<file path="src/rtl/ssd1306_pkg.sv">
`default_nettype none
// ============================================================================
// ssd1306_pkg : shared state encoding, init command list and sizing helpers
// Rev 1.0
// ============================================================================
package ssd1306_pkg;

  typedef logic [3:0] state_t;

  localparam state_t ST_PWR_WAIT  = 4'd0;
  localparam state_t ST_RST_LOW   = 4'd1;
  localparam state_t ST_RST_REL   = 4'd2;
  localparam state_t ST_LOAD_INIT = 4'd3;
  localparam state_t ST_SEND      = 4'd4;
  localparam state_t ST_NEXT      = 4'd5;
  localparam state_t ST_IDLE      = 4'd6;
  localparam state_t ST_LOAD_CMD  = 4'd7;
  localparam state_t ST_FETCH     = 4'd8;
  localparam state_t ST_LOAD_PIX  = 4'd9;

  // Tells NEXT which kind of byte just went out.
  typedef enum logic [1:0] {MODE_INIT, MODE_CMD, MODE_PIX} mode_t;

  localparam int INIT_LEN = 23;

  function automatic logic [7:0] init_byte(input logic [4:0] idx, input int height);
    case (idx)
      5'd0:    init_byte = 8'hAE;
      5'd1:    init_byte = 8'h81;
      5'd2:    init_byte = 8'h7F;
      5'd3:    init_byte = 8'hA6;
      5'd4:    init_byte = 8'h20;
      5'd5:    init_byte = 8'h00;
      5'd6:    init_byte = 8'hC8;
      5'd7:    init_byte = 8'h40;
      5'd8:    init_byte = 8'hA1;
      5'd9:    init_byte = 8'hA8;
      5'd10:   init_byte = 8'(height - 1);
      5'd11:   init_byte = 8'hD3;
      5'd12:   init_byte = 8'h00;
      5'd13:   init_byte = 8'hD5;
      5'd14:   init_byte = 8'h80;
      5'd15:   init_byte = 8'hD9;
      5'd16:   init_byte = 8'h22;
      5'd17:   init_byte = 8'hDB;
      5'd18:   init_byte = 8'h20;
      5'd19:   init_byte = 8'h8D;
      5'd20:   init_byte = 8'h14;
      5'd21:   init_byte = 8'hA4;
      default: init_byte = 8'hAF;
    endcase
  endfunction

  function automatic int frame_bytes(input int w, input int h);
    return (w * h) / 8;
  endfunction

endpackage
`default_nettype wire

</file>
<file path="src/rtl/ssd1306_spi_shift.sv">
`default_nettype none
// ============================================================================
// ssd1306_spi_shift : MSB-first byte shifter, SCLK half-period = CLK_DIV clocks
// Rev 1.0
// ============================================================================
module ssd1306_spi_shift #(
  parameter int CLK_DIV = 1
) (
  input  logic       clk,
  input  logic       rst,
  input  logic       start_i,
  input  logic [7:0] byte_i,
  input  logic       dc_i,
  output logic       sclk_o,
  output logic       sdin_o,
  output logic       dc_o,
  output logic       done_o
);

  localparam int                DIV_W    = $clog2(CLK_DIV) + 1;
  localparam logic [DIV_W-1:0]  DIV_LAST = DIV_W'(CLK_DIV - 1);

  logic [DIV_W-1:0] div_q;
  logic [2:0]       bit_q;
  logic [7:0]       sr_q;
  logic             active_q;
  logic             sclk_q;
  logic             sdin_q;
  logic             dc_q;
  logic             phase_end;

  assign phase_end = active_q && (div_q == DIV_LAST);
  // Last cycle of the final high phase, so the FSM leaves SEND on time.
  assign done_o    = phase_end && sclk_q && (bit_q == 3'd7);
  assign sclk_o    = sclk_q;
  assign sdin_o    = sdin_q;
  assign dc_o      = dc_q;

  always_ff @(posedge clk or posedge rst) begin
    if (rst) begin
      div_q    <= '0;
      bit_q    <= '0;
      sr_q     <= '0;
      active_q <= 1'b0;
      sclk_q   <= 1'b1;
      sdin_q   <= 1'b0;
      dc_q     <= 1'b1;
    end else if (start_i) begin
      div_q    <= '0;
      bit_q    <= '0;
      sr_q     <= byte_i;
      active_q <= 1'b1;
      sclk_q   <= 1'b0;
      sdin_q   <= byte_i[7];
      dc_q     <= dc_i;
    end else if (active_q) begin
      if (!phase_end) begin
        div_q <= div_q + 1'b1;
      end else begin
        div_q <= '0;
        if (!sclk_q) begin
          sclk_q <= 1'b1;
        end else if (bit_q == 3'd7) begin
          active_q <= 1'b0;
        end else begin
          // sdin only moves together with the falling SCLK edge.
          sclk_q <= 1'b0;
          bit_q  <= bit_q + 3'd1;
          sr_q   <= {sr_q[6:0], 1'b0};
          sdin_q <= sr_q[6];
        end
      end
    end
  end

endmodule
`default_nettype wire

</file>
<file path="src/rtl/ssd1306_spi_ctrl.sv">
`default_nettype none
// ============================================================================
// ssd1306_spi_ctrl : SSD1306 power-up, init list, host commands, frame streaming
// Rev 1.0
// ============================================================================
module ssd1306_spi_ctrl
  import ssd1306_pkg::*;
#(
  parameter int WIDTH        = 128,
  parameter int HEIGHT       = 64,
  parameter int CLK_DIV      = 1,
  parameter int STARTUP_WAIT = 10_000_000,
  parameter int AUTO_REFRESH = 0,
  parameter int ADDR_W       = $clog2(WIDTH * HEIGHT / 8)
) (
  input  logic              clk,
  input  logic              rst,
  input  logic              frame_start,
  input  logic              cmd_valid,
  input  logic [7:0]        cmd_data,
  output logic              cmd_ready,
  output logic [ADDR_W-1:0] pixel_addr,
  input  logic [7:0]        pixel_data,
  output logic              busy,
  output logic              frame_done,
  output logic              io_sclk,
  output logic              io_sdin,
  output logic              io_cs,
  output logic              io_dc,
  output logic              io_reset
);

  localparam int                NBYTES    = frame_bytes(WIDTH, HEIGHT);
  localparam int                CNT_W     = $clog2(STARTUP_WAIT) + 1;
  localparam logic [CNT_W-1:0]  CNT_LAST  = CNT_W'(STARTUP_WAIT - 1);
  localparam logic [ADDR_W-1:0] ADDR_LAST = ADDR_W'(NBYTES - 1);

  state_t            state_q, state_d;
  mode_t             mode_q, mode_d;
  logic [CNT_W-1:0]  cnt_q, cnt_d;
  logic [4:0]        idx_q, idx_d;
  logic [ADDR_W-1:0] addr_q, addr_d;
  logic [7:0]        cmd_q, cmd_d;
  logic              frame_done_q, frame_done_d;
  logic              cs_q, reset_q;

  logic              shift_start, shift_dc, shift_done;
  logic [7:0]        shift_byte;

  assign shift_start = state_q inside {ST_LOAD_INIT, ST_LOAD_CMD, ST_LOAD_PIX};

  always_comb begin
    shift_byte = cmd_q;
    shift_dc   = 1'b0;
    if (state_q == ST_LOAD_INIT) begin
      shift_byte = init_byte(idx_q, HEIGHT);
    end else if (state_q == ST_LOAD_PIX) begin
      shift_byte = pixel_data;
      shift_dc   = 1'b1;
    end
  end

  always_comb begin
    state_d = state_q;
    mode_d  = mode_q;
    cnt_d   = cnt_q;
    idx_d   = idx_q;
    addr_d  = addr_q;
    cmd_d   = cmd_q;
    case (state_q)
      ST_PWR_WAIT, ST_RST_LOW, ST_RST_REL: begin
        mode_d = MODE_INIT;
        idx_d  = '0;
        if (cnt_q == CNT_LAST) begin
          cnt_d   = '0;
          state_d = (state_q == ST_PWR_WAIT) ? ST_RST_LOW :
                    (state_q == ST_RST_LOW)  ? ST_RST_REL : ST_LOAD_INIT;
        end else begin
          cnt_d = cnt_q + 1'b1;
        end
      end
      ST_LOAD_INIT, ST_LOAD_CMD, ST_LOAD_PIX: state_d = ST_SEND;
      ST_SEND: if (shift_done) state_d = ST_NEXT;
      ST_NEXT: begin
        case (mode_q)
          MODE_INIT: begin
            if (idx_q == 5'(INIT_LEN - 1)) begin
              state_d = ST_IDLE;
            end else begin
              idx_d   = idx_q + 5'd1;
              state_d = ST_LOAD_INIT;
            end
          end
          MODE_PIX: begin
            addr_d  = (addr_q == ADDR_LAST) ? '0 : addr_q + 1'b1;
            state_d = (addr_q == ADDR_LAST) ? ST_IDLE : ST_FETCH;
          end
          default: state_d = ST_IDLE;
        endcase
      end
      ST_IDLE: begin
        // Host commands win so they can slip in between auto-refresh frames.
        if (cmd_valid) begin
          cmd_d   = cmd_data;
          mode_d  = MODE_CMD;
          state_d = ST_LOAD_CMD;
        end else if (frame_start || (AUTO_REFRESH != 0)) begin
          addr_d  = '0;
          mode_d  = MODE_PIX;
          state_d = ST_FETCH;
        end
      end
      ST_FETCH: state_d = ST_LOAD_PIX;
      default:  state_d = ST_PWR_WAIT;
    endcase
    frame_done_d = (state_d == ST_NEXT) && (mode_q == MODE_PIX) && (addr_q == ADDR_LAST);
  end

  always_ff @(posedge clk or posedge rst) begin
    if (rst) begin
      state_q      <= ST_PWR_WAIT;
      mode_q       <= MODE_INIT;
      cnt_q        <= '0;
      idx_q        <= '0;
      addr_q       <= '0;
      cmd_q        <= '0;
      frame_done_q <= 1'b0;
      cs_q         <= 1'b1;
      reset_q      <= 1'b1;
    end else begin
      state_q      <= state_d;
      mode_q       <= mode_d;
      cnt_q        <= cnt_d;
      idx_q        <= idx_d;
      addr_q       <= addr_d;
      cmd_q        <= cmd_d;
      frame_done_q <= frame_done_d;
      // Chip select spans load, fetch and shift so it pulses high only in NEXT.
      cs_q         <= !(state_d inside {ST_LOAD_INIT, ST_LOAD_CMD, ST_FETCH, ST_LOAD_PIX, ST_SEND});
      reset_q      <= (state_d != ST_RST_LOW);
    end
  end

  ssd1306_spi_shift #(
    .CLK_DIV (CLK_DIV)
  ) u_shift (
    .clk     (clk),
    .rst     (rst),
    .start_i (shift_start),
    .byte_i  (shift_byte),
    .dc_i    (shift_dc),
    .sclk_o  (io_sclk),
    .sdin_o  (io_sdin),
    .dc_o    (io_dc),
    .done_o  (shift_done)
  );

  assign cmd_ready  = (state_q == ST_IDLE);
  assign busy       = (state_q != ST_IDLE);
  assign pixel_addr = addr_q;
  assign frame_done = frame_done_q;
  assign io_cs      = cs_q;
  assign io_reset   = reset_q;

endmodule
`default_nettype wire

</file>
<file path="config.mk">
export PLATFORM = sky130hd
export DESIGN_NAME = ssd1306_spi_ctrl
export DESIGN_NICKNAME = d
export VERILOG_FILES = /design/src/rtl/ssd1306_pkg.sv /design/src/rtl/ssd1306_spi_shift.sv /design/src/rtl/ssd1306_spi_ctrl.sv
export SDC_FILE = /design/constraint.sdc
export NUM_CORES = 1
export LEC_CHECK = 0
export ABC_AREA = 1
export CAP_MARGIN = 20
export CORE_MARGIN = 2
export CORE_UTILIZATION = 39
export CTS_CLUSTER_SIZE = 24
export DETAILED_ROUTE_END_ITERATION = 10
export PLACE_DENSITY = 0.67
export SETUP_SLACK_MARGIN = 0.2
export SYNTH_ARGS = -nofsm -noshare
export SYNTH_HDL_FRONTEND = slang
export SYNTH_SLANG_ARGS = --single-unit
export TNS_END_PERCENT = 100
</file>
<file path="constraint.sdc">
create_clock -name clk -period 2.9 [get_ports clk]
set_input_delay 0.58 -clock clk [delete_from_list [all_inputs] [get_ports clk]]
set_output_delay 0.58 -clock clk [all_outputs]
set_load 0.05 [all_outputs]
</file>
==> results.json <==
{
  "status": "completed",
  "synth_warnings": 0,
  "worstSkewPairLatency_ns": 0.36,
  "vias_per_cell": 5.27,
  "ff2ff_path_depth": 9,
  "synth_xor_area_frac": 0.0310,
  "dpl.cell_count": 710,
  "fill_cells": 1058,
  "grt_usage": 0.185,
  "critPathMaxStageDelay_ns": 0.70,
  "seq_area_frac_synth": 0.426,
  "rows": 38,
  "start_util": 0.396,
  "cp_cell_sequence": "inv_2 -> nand2_2 -> nor3_4 -> inv_1 -> clkdlybuf4s50_1",
  "htreeDepth": 3,
  "worstMarginPinSlew_ns": 0.571,
  "synth_fp_nets": 573,
  "coreArea_sq_um": 10700,
  "netlist_instances": 540,
  "hp-class": "reg2reg",
  "fin_ws_ns": 0.359,
  "ys.flop_type": "dfrtp_1",
  "whs_path_depth": 2,
  "p_leak_nw": 2.33,
  "synth-simple-area-share": 0.283,
  "grt_setup_unrepaired": "no",
  "crit_buf_inv": 3,
  "avgSynthCellArea_sq_um": 7.85,
  "synth_edf_count": 0,
  "crit_required_ns": 2.32,
  "intPower_mw": 1.51,
  "grt_pass1_wl_microns": 17100,
  "drtAntennaViolNets": 0,
  "clock_power_share": 0.456,
  "vdd_drop_max_v": 0.000215,
  "design.die.area_sq_um": 11700,
  "synth_top_area_cell": "dfrtp_1",
  "final_cells": 726,
  "drv_cap": 0,
  "grt_pass1_vias": 3633,
  "synth_top_family_by_area": "simple AND/OR/NAND/NOR gates",
  "insertedDiodeCount": 0,
  "max_freq_ghz": 0.393,
  "ys_top_cells_by_area": "dfrtp_1 (40%), nand2_1 (9.1%), nand3_1 (6.4%)",
  "crit_arrival_ns": 1.96,
  "drt_wl_total_microns": 10100,
  "comb_power_share": 0.026,
  "crit_fanout": 3,
  "netlist_area_sq_um": 4240,
  "wl_per_cell_microns": 14.0,
  "die_h_microns": 108,
  "synth_cell_type_count": 42,
  "place_congestion": 0.880,
  "period_needed_ns": 2.54,
  "muxShareOfSynthArea": 0.0213,
  "fin_skew_ns": 0.0101,
  "path_depth": 5,
  "hpwl_microns": 7440,
  "grt-ovfl-total": 0,
  "final_util": 0.467,
  "slew_viol_final": 0,
  "fin_nets": 614,
  "drc": 0,
  "switchingPower_mw": 0.423,
  "ctsHoldBuffers": 0,
  "yosysTopAreaCellShare": 0.401,
  "end_kind": "primary output",
  "clockRootBuffer": "clkbuf_8",
  "finalCritPeriodShare": 0.876,
  "cts_buffer_depth": 2,
  "fin_setup_tns_ns": 0,
  "vias": 3828,
  "dpl_worst_slack_ns": 0.683,
  "synthToLayoutAreaGrowth_pct": 17.8,
  "final-hold-violation-count": 0,
  "clkSinkCount": 72,
  "antenna_found_initial": 0,
  "synth-compound-area-share": 0.128,
  "initialDrtViolationCount": 240,
  "max_slew_margin": 0.619,
  "clk_pin_slew_ns": 0.08,
  "cts_tree": "built",
  "ios": 38,
  "grt_max_degree": 73,
  "crit_family": "buffers and inverters",
  "reg2reg_slack_ns": 0.74,
  "drt_first_pass_iters": 7,
  "finalSetupViolations": 0,
  "ys_seq_elements": 72,
  "critical_path_class": "reg2out",
  "drive_gt1_frac": 0.102,
  "synth_fa_ha_area_frac": 0.0384,
  "numPortBuffers": 37,
  "cts_buffers": 9,
  "crit_slowest_cell": "clkdlybuf4s50_1",
  "swShare": 0.218,
  "die_w_microns": 108,
  "power.share.sequential": 0.518,
  "power_density_nw_per_um2": 388,
  "critPathLaunchType": "flop",
  "synth-async-reset-ratio": 1.00
}
flip-flops by register name, summed over array words and instances, names as in the netlist:
name              count
frame_done            1
idx_q                 5
cmd_q                 8
pixel_addr           10
u_shift.sdin_o        1
u_shift.bit_q         3
io_cs                 1
cnt_q                25
u_shift.dc_o          1
state_q               4
io_reset              1
u_shift.div_q         1
u_shift.sr_q          7
u_shift.sclk_o        1
mode_q                2
u_shift.active_q      1
final cells by class:
| type | instances | area, sq um | area share |
|---|---|---|---|
| Clock inverter | 7 | 96.3 | 0.0193 |
| Timing Repair Buffer | 39 | 400 | 0.0802 |
| Multi-Input combinational cell | 389 | 2130 | 0.426 |
| Sequential cell | 72 | 1810 | 0.362 |
| Clock buffer | 9 | 124 | 0.0248 |
| Inverter | 70 | 263 | 0.0526 |
| Tap cell | 140 | 175 | 0.0351 |
worst paths after layout:
| kind | start | endpoint |
|---|---|---|
| worst max-delay path | state_q[3] | busy |
| worst min-delay path | u_shift.dc_o | u_shift.dc_o |
| worst max register to register | state_q[0] | u_shift.sr_q[5] |
| worst min register to register | u_shift.dc_o | u_shift.dc_o |
| max in group asynchronous | rst | io_reset |
| min in group asynchronous | rst | u_shift.bit_q[1] |
worst min-delay path, cell delays in order (launching register included):
cell and delay (ns):
dfstp_2 0.38, nand2_1 0.06, nand2_1 0.04
synthesized netlist by cell type, drive strengths merged (5+ instances only):
library cell / instances
nand3: 56
mux2: 8
o21ai: 41
o211ai: 7
nand4: 12
nor3: 14
xor2: 13
ha: 13
nand2: 109
clkbuf: 7
nor2: 61
inv: 67
dfrtp: 68
nor4: 5
a21oi: 29
cells in the final DEF, fill, tap and decap left out, types with 2 or more instances in the layout:
cell type | synthesis | layout
o311ai_0 | 3 | 3
clkbuf_8 | 0 | 9
a21oi_1 | 29 | 29
bufinv_16 | 0 | 2
mux2_2 | 8 | 8
xor2_1 | 13 | 13
a32o_1 | 2 | 2
inv_2 | 6 | 7
nor3b_2 | 2 | 2
nand3_1 | 54 | 54
o211ai_1 | 7 | 7
nand3_2 | 2 | 2
dfstp_2 | 4 | 4
ha_1 | 13 | 13
xnor2_1 | 2 | 2
a32oi_1 | 2 | 2
dfrtp_1 | 68 | 68
o21ai_2 | 3 | 3
nor2_1 | 55 | 55
o21ai_1 | 5 | 5
nand4_1 | 12 | 12
nor3_1 | 12 | 12
o21ai_0 | 32 | 32
inv_1 | 61 | 60
clkdlybuf4s50_1 | 0 | 36
clkinv_4 | 0 | 3
clkinv_2 | 0 | 2
a31oi_1 | 4 | 4
nor4_1 | 5 | 5
clkinv_1 | 3 | 3
nor2_2 | 5 | 5
nand2_2 | 5 | 5
nand2_1 | 103 | 103
power by group through the flow:
stage | combinational [mW] | sequential [mW] | clock, mW
2_1_floorplan | 0.0158 | 1.02 | 0
3_3_place_gp | 0.0518 | 1.02 | 0
3_5_place_dp | 0.0523 | 1.02 | 0
4_1_cts | 0.0521 | 1.00 | 0.899
5_1_grt | 0.0561 | 1.00 | 0.947
6_report | 0.0502 | 1.00 | 0.883
kinds of logic (layout without fill, tap and decap cells):
family / count (synthesis) / after routing
and+or+nand+nor: 261 / 261
AOI/OAI and AO/OA: 92 / 92
buffers and inverters: 79 / 125
DFF: 72 / 72
xor gates and xnor gates: 15 / 15
adders and majority gates: 13 / 13
muxes: 8 / 8
metrics by stage:
| stage | hold slack [ns] | area (sq um) | total power, mW |
|---|---|---|---|
| 6_report | 0.475 | 4990 | 1.94 |
| 5_1_grt | 0.517 | 4990 | 2.01 |
| 4_1_cts | 0.476 | 4990 | 1.95 |
| 3_5_place_dp | 0.463 | 4770 | 1.08 |
| 3_3_place_gp | 0.462 | 4770 | 1.07 |
| 2_1_floorplan | 0.440 | 4240 | 1.04 |
per-layer routing:
metal,vias up,GRT usage,wire [microns]
met4,0,0.0632,141
met3,11,0.0470,433
met5,-,0,0
met2,93,0.282,4600
li1,1889,-,-
met1,1835,0.256,4960
timing repair:
action,4_1_cts,5_1_grt
buffers inserted,0,0
endpoints found under the setup margin,0,1
gates resized for setup,0,1
Power figures use the tool's default switching activity.
